**src/rtl/imem_loader.sv**
```systemverilog
// Instruction-memory loader: takes a program image as a byte stream
// (32-bit little-endian word count N, then N little-endian words) and
// writes it one word per cycle into the instruction store write port.
// While a load is running the core is held in reset through busy_o.
module imem_loader #(
    parameter int              WIDTH      = 32,
    parameter int              DEPTH_LOG2 = 10,
    parameter logic [WIDTH-1:0] BASE_ADDR = '0
) (
    input  logic             clk_i,
    input  logic             rst_i,
    input  logic             start_i,
    input  logic             byte_valid_i,
    input  logic [7:0]       byte_data_i,
    output logic             byte_ready_o,
    output logic             we_o,
    output logic [WIDTH-1:0] waddr_o,
    output logic [WIDTH-1:0] wdata_o,
    output logic             busy_o,
    output logic             done_o,
    output logic             err_o
);

    // Largest legal word count; headers above this are rejected whole.
    localparam logic [31:0] MAX_N = 32'd1 << DEPTH_LOG2;

    typedef enum logic [2:0] {
        S_IDLE,
        S_LEN,
        S_DATA,
        S_WRITE,
        S_DONE
    } state_t;

    state_t                state_q,    state_d;
    logic [1:0]            byte_cnt_q, byte_cnt_d;
    logic [31:0]           count_q,    count_d;
    logic [31:0]           word_q,     word_d;
    logic [DEPTH_LOG2:0]   idx_q,      idx_d;
    logic [WIDTH-1:0]      waddr_q,    waddr_d;
    logic [WIDTH-1:0]      wdata_q,    wdata_d;
    logic                  done_q,     done_d;
    logic                  err_q,      err_d;

    logic                  xfer;
    logic [31:0]           count_ins;
    logic [31:0]           word_ins;
    logic [DEPTH_LOG2:0]   idx_inc;

    // Handshake depends on state alone, so there is no path from byte_valid_i.
    assign byte_ready_o = (state_q == S_LEN) || (state_q == S_DATA);
    assign busy_o       = (state_q == S_LEN) || (state_q == S_DATA) || (state_q == S_WRITE);
    assign we_o         = (state_q == S_WRITE);
    assign waddr_o      = waddr_q;
    assign wdata_o      = wdata_q;
    assign done_o       = done_q;
    assign err_o        = err_q;

    assign xfer    = byte_valid_i & byte_ready_o;
    assign idx_inc = idx_q + 1'b1;

    // Value of the count/word registers with the incoming byte dropped into
    // the lane selected by the byte counter (little-endian assembly).
    for (genvar gi = 0; gi < 4; gi++) begin : g_lane
        assign count_ins[8*gi +: 8] = (byte_cnt_q == 2'(gi)) ? byte_data_i : count_q[8*gi +: 8];
        assign word_ins[8*gi +: 8]  = (byte_cnt_q == 2'(gi)) ? byte_data_i : word_q[8*gi +: 8];
    end

    // State register and all datapath registers.
    always_ff @(posedge clk_i) begin
        if (rst_i) begin
            state_q    <= S_IDLE;
            byte_cnt_q <= '0;
            count_q    <= '0;
            word_q     <= '0;
            idx_q      <= '0;
            waddr_q    <= '0;
            wdata_q    <= '0;
            done_q     <= 1'b0;
            err_q      <= 1'b0;
        end else begin
            state_q    <= state_d;
            byte_cnt_q <= byte_cnt_d;
            count_q    <= count_d;
            word_q     <= word_d;
            idx_q      <= idx_d;
            waddr_q    <= waddr_d;
            wdata_q    <= wdata_d;
            done_q     <= done_d;
            err_q      <= err_d;
        end
    end

    // Next-state logic: header capture, word assembly, write sequencing.
    always_comb begin
        state_d    = state_q;
        byte_cnt_d = byte_cnt_q;
        count_d    = count_q;
        word_d     = word_q;
        idx_d      = idx_q;
        waddr_d    = waddr_q;
        wdata_d    = wdata_q;
        done_d     = done_q;
        err_d      = err_q;

        case (state_q)
            S_IDLE, S_DONE: begin
                if (start_i) begin
                    state_d    = S_LEN;
                    done_d     = 1'b0;
                    err_d      = 1'b0;
                    byte_cnt_d = '0;
                    count_d    = '0;
                    word_d     = '0;
                    idx_d      = '0;
                end
            end

            S_LEN: begin
                if (xfer) begin
                    count_d    = count_ins;
                    byte_cnt_d = byte_cnt_q + 2'd1;
                    if (byte_cnt_q == 2'd3) begin
                        if (count_ins == 32'd0) begin
                            state_d = S_DONE;
                            done_d  = 1'b1;
                        end else if (count_ins > MAX_N) begin
                            // Oversized image: refuse it before any write happens.
                            state_d = S_DONE;
                            done_d  = 1'b1;
                            err_d   = 1'b1;
                        end else begin
                            state_d = S_DATA;
                        end
                    end
                end
            end

            S_DATA: begin
                if (xfer) begin
                    word_d     = word_ins;
                    byte_cnt_d = byte_cnt_q + 2'd1;
                    if (byte_cnt_q == 2'd3) begin
                        state_d = S_WRITE;
                        waddr_d = BASE_ADDR + WIDTH'({idx_q, 2'b00});
                        wdata_d = WIDTH'(word_ins);
                    end
                end
            end

            S_WRITE: begin
                idx_d = idx_inc;
                if (32'(idx_inc) == count_q) begin
                    state_d = S_DONE;
                    done_d  = 1'b1;
                end else begin
                    state_d = S_DATA;
                end
            end

            default: begin
                state_d = S_IDLE;
            end
        endcase
    end

endmodule

```
**config.mk**
```make
export PLATFORM = sky130hd
export DESIGN_NAME = imem_loader
export DESIGN_NICKNAME = d
export VERILOG_FILES = /design/src/rtl/imem_loader.sv
export SDC_FILE = /design/constraint.sdc
export NUM_CORES = 1
export LEC_CHECK = 0
export CAP_MARGIN = 20
export CORE_AREA = 8 8 106 108
export CTS_CLUSTER_SIZE = 8
export DETAILED_ROUTE_END_ITERATION = 8
export DIE_AREA = 0 0 114 116
export PLACE_DENSITY = 0.84
export SYNTH_ARGS = -nofsm -noshare
export SYNTH_HDL_FRONTEND = slang
export SYNTH_SLANG_ARGS = --single-unit
```
**constraint.sdc**
```tcl
create_clock -name clk_i -period 3.3 [get_ports clk_i]
set_input_delay 0.66 -clock clk_i [delete_from_list [all_inputs] [get_ports clk_i]]
set_output_delay 0.66 -clock clk_i [all_outputs]
set_load 0.005 [all_outputs]
```
==> results.txt, run 1 <==
vias in the first global route - 4626
syn_area_per_cell - 8.40 um^2
Worst slew margin - 49.7%
WL final - 14.5 mm
RSZ-0062 raised after global routing - no
Fill cells - 703
# rows - 36
final setup fails - 0
CTS resizes - 0
Most used DFF post-synth - dfxtp_1
pwr dens - 526 nW/um^2
synthesized instance count - 647
drt wl/cell - 17.5 um
Crit Path Class - reg2out
Area Growth Syn to Fin - 21.2%
dpl cells - 796
insertion delay to the later sink of the worst-skew pair - 0.53 ns
CP Launch Point - state_q[1]
count of cell types in the netlist - 54
clock tree buffer depth - 2
Sink Count - 117
CTS Root Cell - clkbuf_8
first-pass GRT wire length - 22.7 mm
DRC Markers - 0
HP Class - reg2reg
R2R cell count - 8
TritonCTS clock tree - done
overall routing resource usage - 21.6%
warnings from Yosys - 0
fin crit period - 3.11 ns
clock network power share - 51.0%
Final #Nets - 699
maximum clock frequency - 321 MHz
Async S/R FF share, synth - 0%
combinational power share - 7.7%
drt via density - 6.06
Final Max Tran Viols - 0
Reg power frac - 41.4%
H-tree depth - 4
crit end category - primary output
ANT cells - 0
Initial Util - 56.9%
hold buffers post-CTS - 0
setup TNS - 0 ns
EDFF count, synth - 0
status - finished, final reports clean
Port Buffer Count - 59
Non-Filler Instances - 827
Seq. cell area - 2340 um^2
worst-margin pin slew - 0.755 ns
antenna-violating nets left - 0
CORE AREA - 9550 um^2
R2R Setup Slk - 0.76 ns
Internal - 2.62 mW
Synth Register Bits - 117
leak pwr - 2.28 nW
reg2reg start - byte_cnt_q[0]
Vias - 5010
largest net degree at the start of global routing - 73
grt ovf - 0
Post-CTS Repair Setup Buffers - 0
Tot Pwr - 3.47 mW
ratio of final minimum period to clock period - 94.3%
CP max FO - 16
layout cell share with drive strength beyond 1 - 8.07%
FF-to-FF End - state_q[2]
WP data arrival - 2.45 ns
clock-pin slew on the worst setup and hold paths - 0.05 ns
number of max-cap violations - 0
Iteration-0 DRC Markers - 521
multi-input logic area - 2750 um^2
Seq/Total Area, Yosys - 43.1%
WP data required - 2.64 ns
worst hold margin - 0.452 ns
die height - 116 um
crit path launch type - flop
Die ar. - 13200 um^2
Fin. Hold Viols - 0
Post-DP HPWL - 9.55 mm
CP endpoint - we_o
initial antenna violation count - 0
drt first pass iters - 5
Post-Syn Area - 5440 um^2
IO Pins - 81
switching share of total power - 24.5%
Die W - 114 um
CTS Buf Count - 17
Peak VDD IR - 336 uV
switching pwr - 0.850 mW
final RePlAce weighted congestion - 0.938
Final Skew - 0.00806 ns
==> cell usage after synthesis, types with 2 or more instances <==
master    number  share of area [%]
clkbuf_1      43                3.0
a31oi_1        2               0.23
o21ai_1        8               0.74
mux2i_1       26                4.8
inv_1          5               0.35
buf_2         14                1.3
xor2_1         5               0.81
nand2_1       60                4.1
o31ai_1        2               0.28
buf_4         21                2.9
o22ai_1        2               0.23
mux2_2         2               0.41
xnor2_1        9                1.5
nor4_1        14                1.6
nand3_1       11                1.0
o21ai_0        8               0.74
a22oi_1        9                1.2
ha_1           5                1.2
a21o_1         3               0.41
o211ai_1       2               0.28
and2_1         4               0.46
a32oi_1       48                7.7
a311oi_1       3               0.48
a211oi_1      27                3.7
nand4_1        3               0.35
nor3_1         6               0.55
a21oi_1       42                3.9
dfxtp_1      117                 43
inv_2          2               0.14
nor2_1       107                7.4
nand3b_1       2               0.28
nand2b_1       6               0.69
nor2b_1        2               0.23
or3_1          4               0.46
buf_1          2               0.14
and3_1         3               0.35
==> registers in the layout, indices dropped and copies added, names as in the netlist <==
name	count
err_o	1
wdata_o	32
waddr_o	11
done_o	1
count_q	32
idx_q	11
word_q	24
byte_cnt_q	2
state_q	3
==> area by class of cell <==
class                   instances  area share [%]
inverters                       8           0.456
multi-input cells             462            41.7
clock inverters                10            1.88
flip-flops and latches        117            35.5
well taps                     133            2.53
repair buffers                 76            11.0
clock buffers                  21            6.82
==> per-layer routing <==
| layer | wire, um | global-route usage (%) | part of all wire [%] | vias up |
|---|---|---|---|---|
| met4 | 329 | 9.85 | 2.3 | 0 |
| met1 | 5890 | 25.7 | 41 | 2378 |
| met5 | 0 | 0 | 0 | - |
| li1 | - | - | - | 2362 |
| met3 | 1270 | 5.32 | 8.8 | 34 |
| met2 | 6980 | 36.1 | 48 | 236 |
==> placed cells by master, fill, tap and decap left out, types with 6 or more instances in the layout <==
| cell | n |
|---|---|
| o21ai_0 | 8 |
| a22oi_1 | 9 |
| o21ai_1 | 8 |
| nor3_1 | 6 |
| nand2b_1 | 6 |
| nor4_1 | 13 |
| conb_1 | 21 |
| nand3_1 | 11 |
| a32oi_1 | 48 |
| dfxtp_1 | 117 |
| buf_4 | 17 |
| a21oi_1 | 42 |
| nand2_1 | 60 |
| xnor2_1 | 9 |
| clkdlybuf4s50_1 | 58 |
| nor2_1 | 107 |
| clkbuf_16 | 16 |
| mux2i_1 | 26 |
| a211oi_1 | 27 |
==> logic make-up after synthesis <==
kind of cell / Yosys count / synth area share, %
buf+inv: 88 / 7.85
simple gates: 230 / 19.2
fa+ha+maj: 5 / 1.15
xor+xnor: 14 / 2.26
other cells: 1 / 0.0690
compound gates: 164 / 21.2
mux: 28 / 5.20
flops: 117 / 43.1
==> power by group through the flow <==
stage / sequential, mW / clock (mW) / combinational [mW]
after floorplan: 1.45 / 0 / 0.200
after global placement: 1.46 / 0 / 0.250
after detailed placement: 1.46 / 0 / 0.257
after CTS: 1.43 / 1.77 / 0.259
after global routing: 1.44 / 1.84 / 0.287
final: 1.44 / 1.77 / 0.266
==> worst max-delay path, cell delays in order, from the launching register on <==
cell and delay [ns]:
dfxtp_1 0.65, nor2b_1 0.37, nand2_1 0.13, inv_2 0.23
clkdlybuf4s50_1 0.55
==> worst min path at each step <==
| stage | from | endpoint | slack (ns) | cells past startpoint |
|---|---|---|---|---|
| after floorplan | err_o | err_o | 0.45 | 2 |
| after global placement | wdata_o[25] | wdata_o[25] | 0.44 | 2 |
| after detailed placement | wdata_o[24] | wdata_o[24] | 0.45 | 2 |
| after CTS | waddr_o[5] | waddr_o[5] | 0.46 | 2 |
| after global routing | waddr_o[5] | waddr_o[5] | 0.47 | 2 |
| final | waddr_o[2] | waddr_o[2] | 0.45 | 2 |
==> metrics by stage <==
step                instance area [um^2]  utilization (%)  setup slack, ns
floorplan                           5510                -             1.10
global route                        6590             69.0           0.0679
detailed placement                  6020             63.0            0.418
global placement                    6020             63.0            0.456
finish                              6590             69.0            0.189
CTS                                 6590             69.0            0.209
No activity file was read; power rests on OpenSTA's default activity.
==> run 2: changes to the inputs <==
==> config.mk (replaced) <==
export PLATFORM = sky130hd
export DESIGN_NAME = imem_loader
export DESIGN_NICKNAME = d
export VERILOG_FILES = /design/src/rtl/imem_loader.sv
export SDC_FILE = /design/constraint.sdc
export NUM_CORES = 1
export LEC_CHECK = 0
export ABC_AREA = 1
export CAP_MARGIN = 20
export CORE_AREA = 8 8 109 111
export CTS_CLUSTER_SIZE = 8
export DETAILED_ROUTE_END_ITERATION = 8
export DIE_AREA = 0 0 117 119
export PLACE_DENSITY = 0.83
export SYNTH_ARGS = -nofsm -noshare
export SYNTH_HDL_FRONTEND = slang
export SYNTH_SLANG_ARGS = --single-unit
==> run 2 against run 1 <==
Combinational power increased to 6.2 times the previous value. First-iteration DRC count is 9.8% higher. Clock skew hardly changed. Critical endpoint is now byte_ready_o. Largest power group unchanged.
==> results.txt, run 2 <==
Post-CTS Repair Setup Buffers - 0 (unchanged)
grt ovf - 0 (unchanged)
final RePlAce weighted congestion - 0.894 (-4.7%)
Iteration-0 DRC Markers - 572 (+9.8%)
crit end category - primary output
CP max FO - 17 (+1)
syn_area_per_cell - 6.77 um^2 (-19%)
IO Pins - 81 (unchanged)
Fin. Hold Viols - 0 (unchanged)
Internal - 3.15 mW (+20%)
insertion delay to the later sink of the worst-skew pair - 0.53 ns (about the same)
ANT cells - 0 (unchanged)
Synth Area in Simple Gates - 29.3% (+10 points)
Die W - 117 um (+2.6%)
switching pwr - 1.98 mW (+130%)
R2R cell count - 11 (+3)
setup TNS - 0 ns (unchanged)
clock-pin slew on the worst setup and hold paths - 0.06 ns (about the same)
Reg power frac - 32.2% (-9.2 points)
final setup fails - 0 (unchanged)
adder-cell share of the synthesized area - 1.08% (-0.069 points)
commonest non-fill, non-tap cell in the layout - nand2_1
most frequent CP cell - inv_2
crit path launch type - flop
critical-path cell list - nor2_2 > inv_2 > nor2_4 > inv_2 > nand2_1 > clkdlybuf4s50_1
Vias - 5690 (+14%)
reg2reg start - byte_cnt_q[0]
warnings from Yosys - 0 (unchanged)
H-tree depth - 4 (unchanged)
Post-DP HPWL - 10.2 mm (+7.0%)
switching share of total power - 38.7% (+14 points)
Post-Syn Area - 5780 um^2 (+6.4%)
Most used DFF post-synth - dfxtp_1
CTS Buf Count - 17 (unchanged)
HP Class - reg2reg
WP data arrival - 2.17 ns (-0.28 ns)
Async S/R FF share, synth - 0% (unchanged)
count of cell types in the netlist - 33 (-39%)
vias in the first global route - 5168 (+12%)
# rows - 37 (+2.8%)
largest cells by area after synthesis - dfxtp_1, nand2_1, a21oi_1
Synth top area share - 40.5% (-2.6 points)
CTS Root Cell - clkbuf_8
Sink Count - 117 (unchanged)
clock tree buffer depth - 2 (unchanged)
worst-margin pin slew - 0.933 ns (+0.178 ns)
TritonCTS clock tree - done
R2R Setup Slk - 0.52 ns (-0.24 ns)
DRC Markers - 0 (unchanged)
first-pass GRT wire length - 24.7 mm (+8.7%)
xor and xnor fraction of the mapped netlist area - 0.757% (-1.5 points)
CP endpoint - byte_ready_o
drt wl/cell - 14.6 um (-17%)
initial antenna violation count - 0 (unchanged)
ratio of final minimum period to clock period - 85.9% (-8.4 points)
EDFF count, synth - 0 (unchanged)
Final #Nets - 909 (+30%)
antenna-violating nets left - 0 (unchanged)
Die ar. - 13900 um^2 (+5.3%)
Fill cells - 856 (+22%)
Port Buffer Count - 59 (unchanged)
fin crit period - 2.83 ns (-0.277 ns)
combinational power share - 32.2% (+25 points)
leak pwr - 2.79 nW (+22%)
Place WS - 0.639 ns (+0.222 ns)
post-synthesis mux area share - 0% (-5.2 points)
largest net degree at the start of global routing - 89 (+22%)
CP Launch Point - state_q[2]
Synth Area in Compound Gates - 17.1% (-4.1 points)
Crit Path Class - reg2out
pwr dens - 746 nW/um^2 (+42%)
maximum clock frequency - 353 MHz (+9.8%)
layout cell share with drive strength beyond 1 - 6.74% (-1.3 points)
Seq/Total Area, Yosys - 40.5% (-2.6 points)
die height - 119 um (+2.6%)
clock network power share - 35.6% (-15 points)
critical path's slowest cell - clkdlybuf4s50_1
Worst slew margin - 37.8% (-12 points)
overall routing resource usage - 22.2% (+0.58 points)
Yosys top cell by area - dfxtp_1
Peak VDD IR - 459 uV (+37%)
number of max-cap violations - 0 (unchanged)
drt via density - 5.47 (-9.8%)
most common cell in the netlist - nand2_1
commonest cells after routing, fill and taps aside - nand2_1, dfxtp_1, a21oi_1, nand3_1
Final Skew - 0.00766 ns (-0.000403 ns)
CTS resizes - 0 (unchanged)
FF-to-FF End - state_q[2]
Final WS setup - 0.467 ns (+0.277 ns)
synthesized instance count - 855 (+32%)
drt first pass iters - 5 (unchanged)
WP data required - 2.64 ns (about the same)
CORE AREA - 10100 um^2 (+5.7%)
Final Max Tran Viols - 0 (unchanged)
RSZ-0062 raised after global routing - no
Synth Register Bits - 117 (unchanged)
Crit path largest cell delay - 0.50 ns (-0.15 ns)
Initial Util - 57.3% (+0.38 points)
hold buffers post-CTS - 0 (unchanged)
top cells by count, synth - nand2_1, dfxtp_1, a21oi_1
dpl cells - 1009 (+27%)
WL final - 15.2 mm (+5.1%)
largest family of logic cells by synthesized area - simple AND/OR/NAND/NOR gates
Area Growth Syn to Fin - 18.9%
status - finished, final reports clean
Non-Filler Instances - 1041 (+26%)
-- run 2: cell types whose count changed after synthesis, moves of 14 or more --
| cell | change |
|---|---|
| mux2i_1 | -26 |
| a32oi_1 | -48 |
| nand2_1 | +204 |
| nor4_1 | -14 |
| nor2_1 | -47 |
| inv_1 | +55 |
| a211oi_1 | -18 |
| nand3_1 | +51 |
| clkbuf_1 | -18 |
| o21ai_0 | +29 |
| a21oi_1 | +69 |
-- run 2: worst min path at each step --
stage,startpoint,end,cells past startpoint
final,wdata_o[19],wdata_o[19],2
after global routing,word_q[12],word_q[12],2
after CTS,wdata_o[21],wdata_o[21],2
after detailed placement,done_o,done_o,2
after global placement,wdata_o[2],wdata_o[2],2
after floorplan,word_q[0],word_q[0],2
-- run 2: cells by family after synthesis --
| group | count (synthesis) |
|---|---|
| AOI/OAI and AO/OA | 181 |
| and+or+nand+nor | 405 |
| adders and majority gates | 5 |
| xor gates and xnor gates | 5 |
| other | 1 |
| buffers and inverters | 141 |
| DFF | 117 |
-- run 2: power by group through the flow --
stage	clock network (mW)	registers [mW]	logic [mW]
2_1_floorplan	0	1.66	1.28
3_3_place_gp	0	1.68	1.59
3_5_place_dp	0	1.68	1.60
4_1_cts	1.85	1.65	1.62
5_1_grt	1.91	1.67	1.83
6_report	1.83	1.65	1.65
-- run 2: worst max-delay path, delay by kind of cell (launching register included) --
| family | cells | cell delay (ns) |
|---|---|---|
| flip-flops | 1 | 0.49 |
| AND/OR/NAND/NOR | 3 | 0.32 |
| buffers and inverters | 3 | 0.83 |
-- run 2: layer usage --
layer | wire, um | GRT usage [%] | up-vias
li1 | - | - | 2812
met1 | 6540 | 27.7 | 2581
met2 | 6970 | 34.1 | 259
met3 | 1260 | 5.96 | 38
met4 | 430 | 11.4 | 0
met5 | 0 | 0 | -
-- run 2: final cells by class --
| type | instances | area [um^2] | area share (%) |
|---|---|---|---|
| Sequential cell | 117 | 2340 | 34.0 |
| Multi-Input combinational cell | 617 | 2870 | 41.7 |
| Timing Repair Buffer | 67 | 646 | 9.39 |
| Clock buffer | 17 | 414 | 6.02 |
| Inverter | 72 | 270 | 3.93 |
| Tap cell | 136 | 170 | 2.47 |
| Clock inverter | 15 | 169 | 2.46 |
-- run 2: metrics by stage --
stage,hold slack [ns],cell area (um^2),power [mW],util (%)
after detailed placement,0.454,6300,3.28,62.4
after floorplan,0.444,5860,2.94,-
final,0.461,6880,5.13,68.2
after global placement,0.452,6300,3.26,62.4
after CTS,0.464,6880,5.12,68.2
after global routing,0.479,6880,5.41,68.2
==> run 3: changes to the inputs <==
--- a/config.mk
+++ b/config.mk
@@ -8,9 +8,11 @@
 export ABC_AREA = 1
 export CAP_MARGIN = 20
 export CORE_AREA = 8 8 109 111
+export CTS_BUF_LIST = sky130_fd_sc_hd__clkbuf_16
 export CTS_CLUSTER_SIZE = 8
 export DETAILED_ROUTE_END_ITERATION = 8
 export DIE_AREA = 0 0 117 119
+export GPL_ROUTABILITY_DRIVEN = 0
 export PLACE_DENSITY = 0.83
 export SYNTH_ARGS = -nofsm -noshare
 export SYNTH_HDL_FRONTEND = slang
==> run 3 against run 2 <==
Clock-buffer cell count is the same. Design area grew 0.16%. Fmax grew 2.0%. Sequential cell count is the same. Die area is the same. Largest cell class unchanged. Largest power group unchanged. Register-to-register slack is essentially flat. First-iteration DRC count grew 4.5%. Combinational power is essentially flat. Total power grew 0.77%. Sequential share of layout area shrank 0.056 points. Via count shrank 0.51%. Non-clock buffer count is the same.
==> results.txt, run 3 (same netlist as run 2, synthesis figures left out) <==
crit path launch type - flop
vias in the first global route - 5161 (-0.14%)
Fin. Hold Viols - 0 (unchanged)
final setup fails - 0 (unchanged)
worst hold margin - 0.461 ns (-0.000328 ns)
drt first pass iters - 6 (+1)
WP data arrival - 3.04 ns (+0.87 ns)
Non-Filler Instances - 1041 (unchanged)
leak pwr - 2.80 nW (+0.18%)
commonest non-fill, non-tap cell in the layout - nand2_1
ANT cells - 0 (unchanged)
clock-pin slew on the worst setup and hold paths - 0.06 ns (about the same)
Peak VDD IR - 461 uV (+0.43%)
drt wl/cell - 14.6 um (+0.23%)
insertion delay to the later sink of the worst-skew pair - 0.43 ns (-0.10 ns)
overall routing resource usage - 22.3% (+0.10 points)
Port Buffer Count - 59 (unchanged)
crit end category - flop
clock network power share - 36.1% (+0.5 points)
Final #Nets - 909 (unchanged)
initial antenna violation count - 0 (unchanged)
CTS resizes - 0 (unchanged)
Initial Util - 57.3% (unchanged)
dpl cells - 1009 (unchanged)
Post-CTS Repair Setup Buffers - 0 (unchanged)
commonest cells after routing, fill and taps aside - nand2_1, dfxtp_1, a21oi_1, nand3_1
RSZ-0062 raised after global routing - no
layout cell share with drive strength beyond 1 - 6.74% (unchanged)
number of max-cap violations - 0 (unchanged)
Die ar. - 13900 um^2 (unchanged)
WL final - 15.2 mm (+0.23%)
Place WS - 0.639 ns (unchanged)
CTS Root Cell - clkbuf_16
design area - 6890 um^2 (+0.16%)
Final WS setup - 0.522 ns (+0.0556 ns)
CP max FO - 13 (-4)
fin crit period - 2.78 ns (-0.0556 ns)
Final Max Tran Viols - 0 (unchanged)
Reg power frac - 31.9% (-0.3 points)
Vias - 5661 (-0.51%)
drt via density - 5.44 (-0.51%)
antenna-violating nets left - 0 (unchanged)
ratio of final minimum period to clock period - 84.2% (-1.7 points)
Iteration-0 DRC Markers - 598 (+4.5%)
die height - 119 um (unchanged)
first-pass GRT wire length - 24.8 mm (+0.14%)
Crit Path Class - reg2reg
worst-margin pin slew - 0.943 ns (+0.00987 ns)
Internal - 3.18 mW (+1.1%)
CORE AREA - 10100 um^2 (unchanged)
CTS Buf Count - 17 (unchanged)
combinational power share - 32.0% (-0.2 points)
status - finished, final reports clean
TritonCTS clock tree - done
IO Pins - 81 (unchanged)
grt ovf - 0 (unchanged)
switching share of total power - 38.5% (-0.23 points)
Post-DP Area - 6300 um^2 (unchanged)
Worst slew margin - 37.1% (-0.66 points)
HP Class - reg2reg
Final Skew - 0.00908 ns (+0.00143 ns)
DRC Markers - 0 (unchanged)
H-tree depth - 4 (unchanged)
Post-DP HPWL - 10.2 mm (unchanged)
Sink Count - 117 (unchanged)
# rows - 37 (unchanged)
clock tree buffer depth - 2 (unchanged)
pwr dens - 750 nW/um^2 (+0.61%)
setup TNS - 0 ns (unchanged)
Die W - 117 um (unchanged)
largest net degree at the start of global routing - 89 (unchanged)
Area Growth Syn to Fin - 19.1%
maximum clock frequency - 360 MHz (+2.0%)
hold buffers post-CTS - 0 (unchanged)
switching pwr - 1.99 mW (+0.18%)
Fill cells - 852 (-0.47%)
WP data required - 3.56 ns (+0.92 ns)
## run 3: cell counts in the layout (fill, tap and decap cells not counted)
No cell type changed its count.
## run 3: layer usage
layer | wire length [um] | share of wire [%] | vias up | global-route usage (%)
li1 | - | - | 2811 | -
met1 | 6510 | 43 | 2536 | 27.8
met2 | 6990 | 46 | 270 | 34.3
met3 | 1280 | 8.4 | 44 | 6.42
met4 | 458 | 3.0 | 0 | 11.0
met5 | 0 | 0 | - | 0
## run 3: final cells by class
class | instances | area, um^2 | area share, %
clock buffers | 17 | 425 | 6.17
well taps | 136 | 170 | 2.47
flip-flops and latches | 117 | 2340 | 34.0
clock inverters | 15 | 169 | 2.45
repair buffers | 67 | 646 | 9.37
multi-input cells | 617 | 2870 | 41.6
inverters | 72 | 270 | 3.92
## run 3: power by group through the flow
stage                     registers (mW)  logic [mW]  clock network, mW
after floorplan                     1.66        1.28                  0
after global routing                1.67        1.83               1.95
after detailed placement            1.68        1.60                  0
after CTS                           1.65        1.62               1.89
final                               1.65        1.65               1.86
after global placement              1.68        1.59                  0
## run 3: worst paths after layout
| path | cells past startpoint | startpoint | slack, ns | to |
|---|---|---|---|---|
| worst min-delay path | 2 | wdata_o[19] | 0.46 | wdata_o[19] |
| worst min register to register | 2 | wdata_o[19] | 0.46 | wdata_o[19] |
| worst max-delay path | 11 | byte_cnt_q[0] | 0.52 | state_q[2] |
| worst max register to register | 11 | byte_cnt_q[0] | 0.52 | state_q[2] |
## run 3: per-stage QoR
step / power [mW] / util, %
final: 5.17 / 68.3
after global routing: 5.45 / 68.3
after CTS: 5.16 / 68.3
after detailed placement: 3.28 / 62.4
after global placement: 3.26 / 62.4
after floorplan: 2.94 / -
## run 3: worst max-delay path: stages (launching register included)
cell and delay [ns]:
dfxtp_1 0.34, inv_1 0.11, ha_1 0.46, inv_1 0.33, a21boi_0 0.36, nand2_1 0.09
nor3_1 0.16, nand3_1 0.13, nor2_1 0.18, nand4_1 0.18, nand4_1 0.17, a21oi_1 0.09
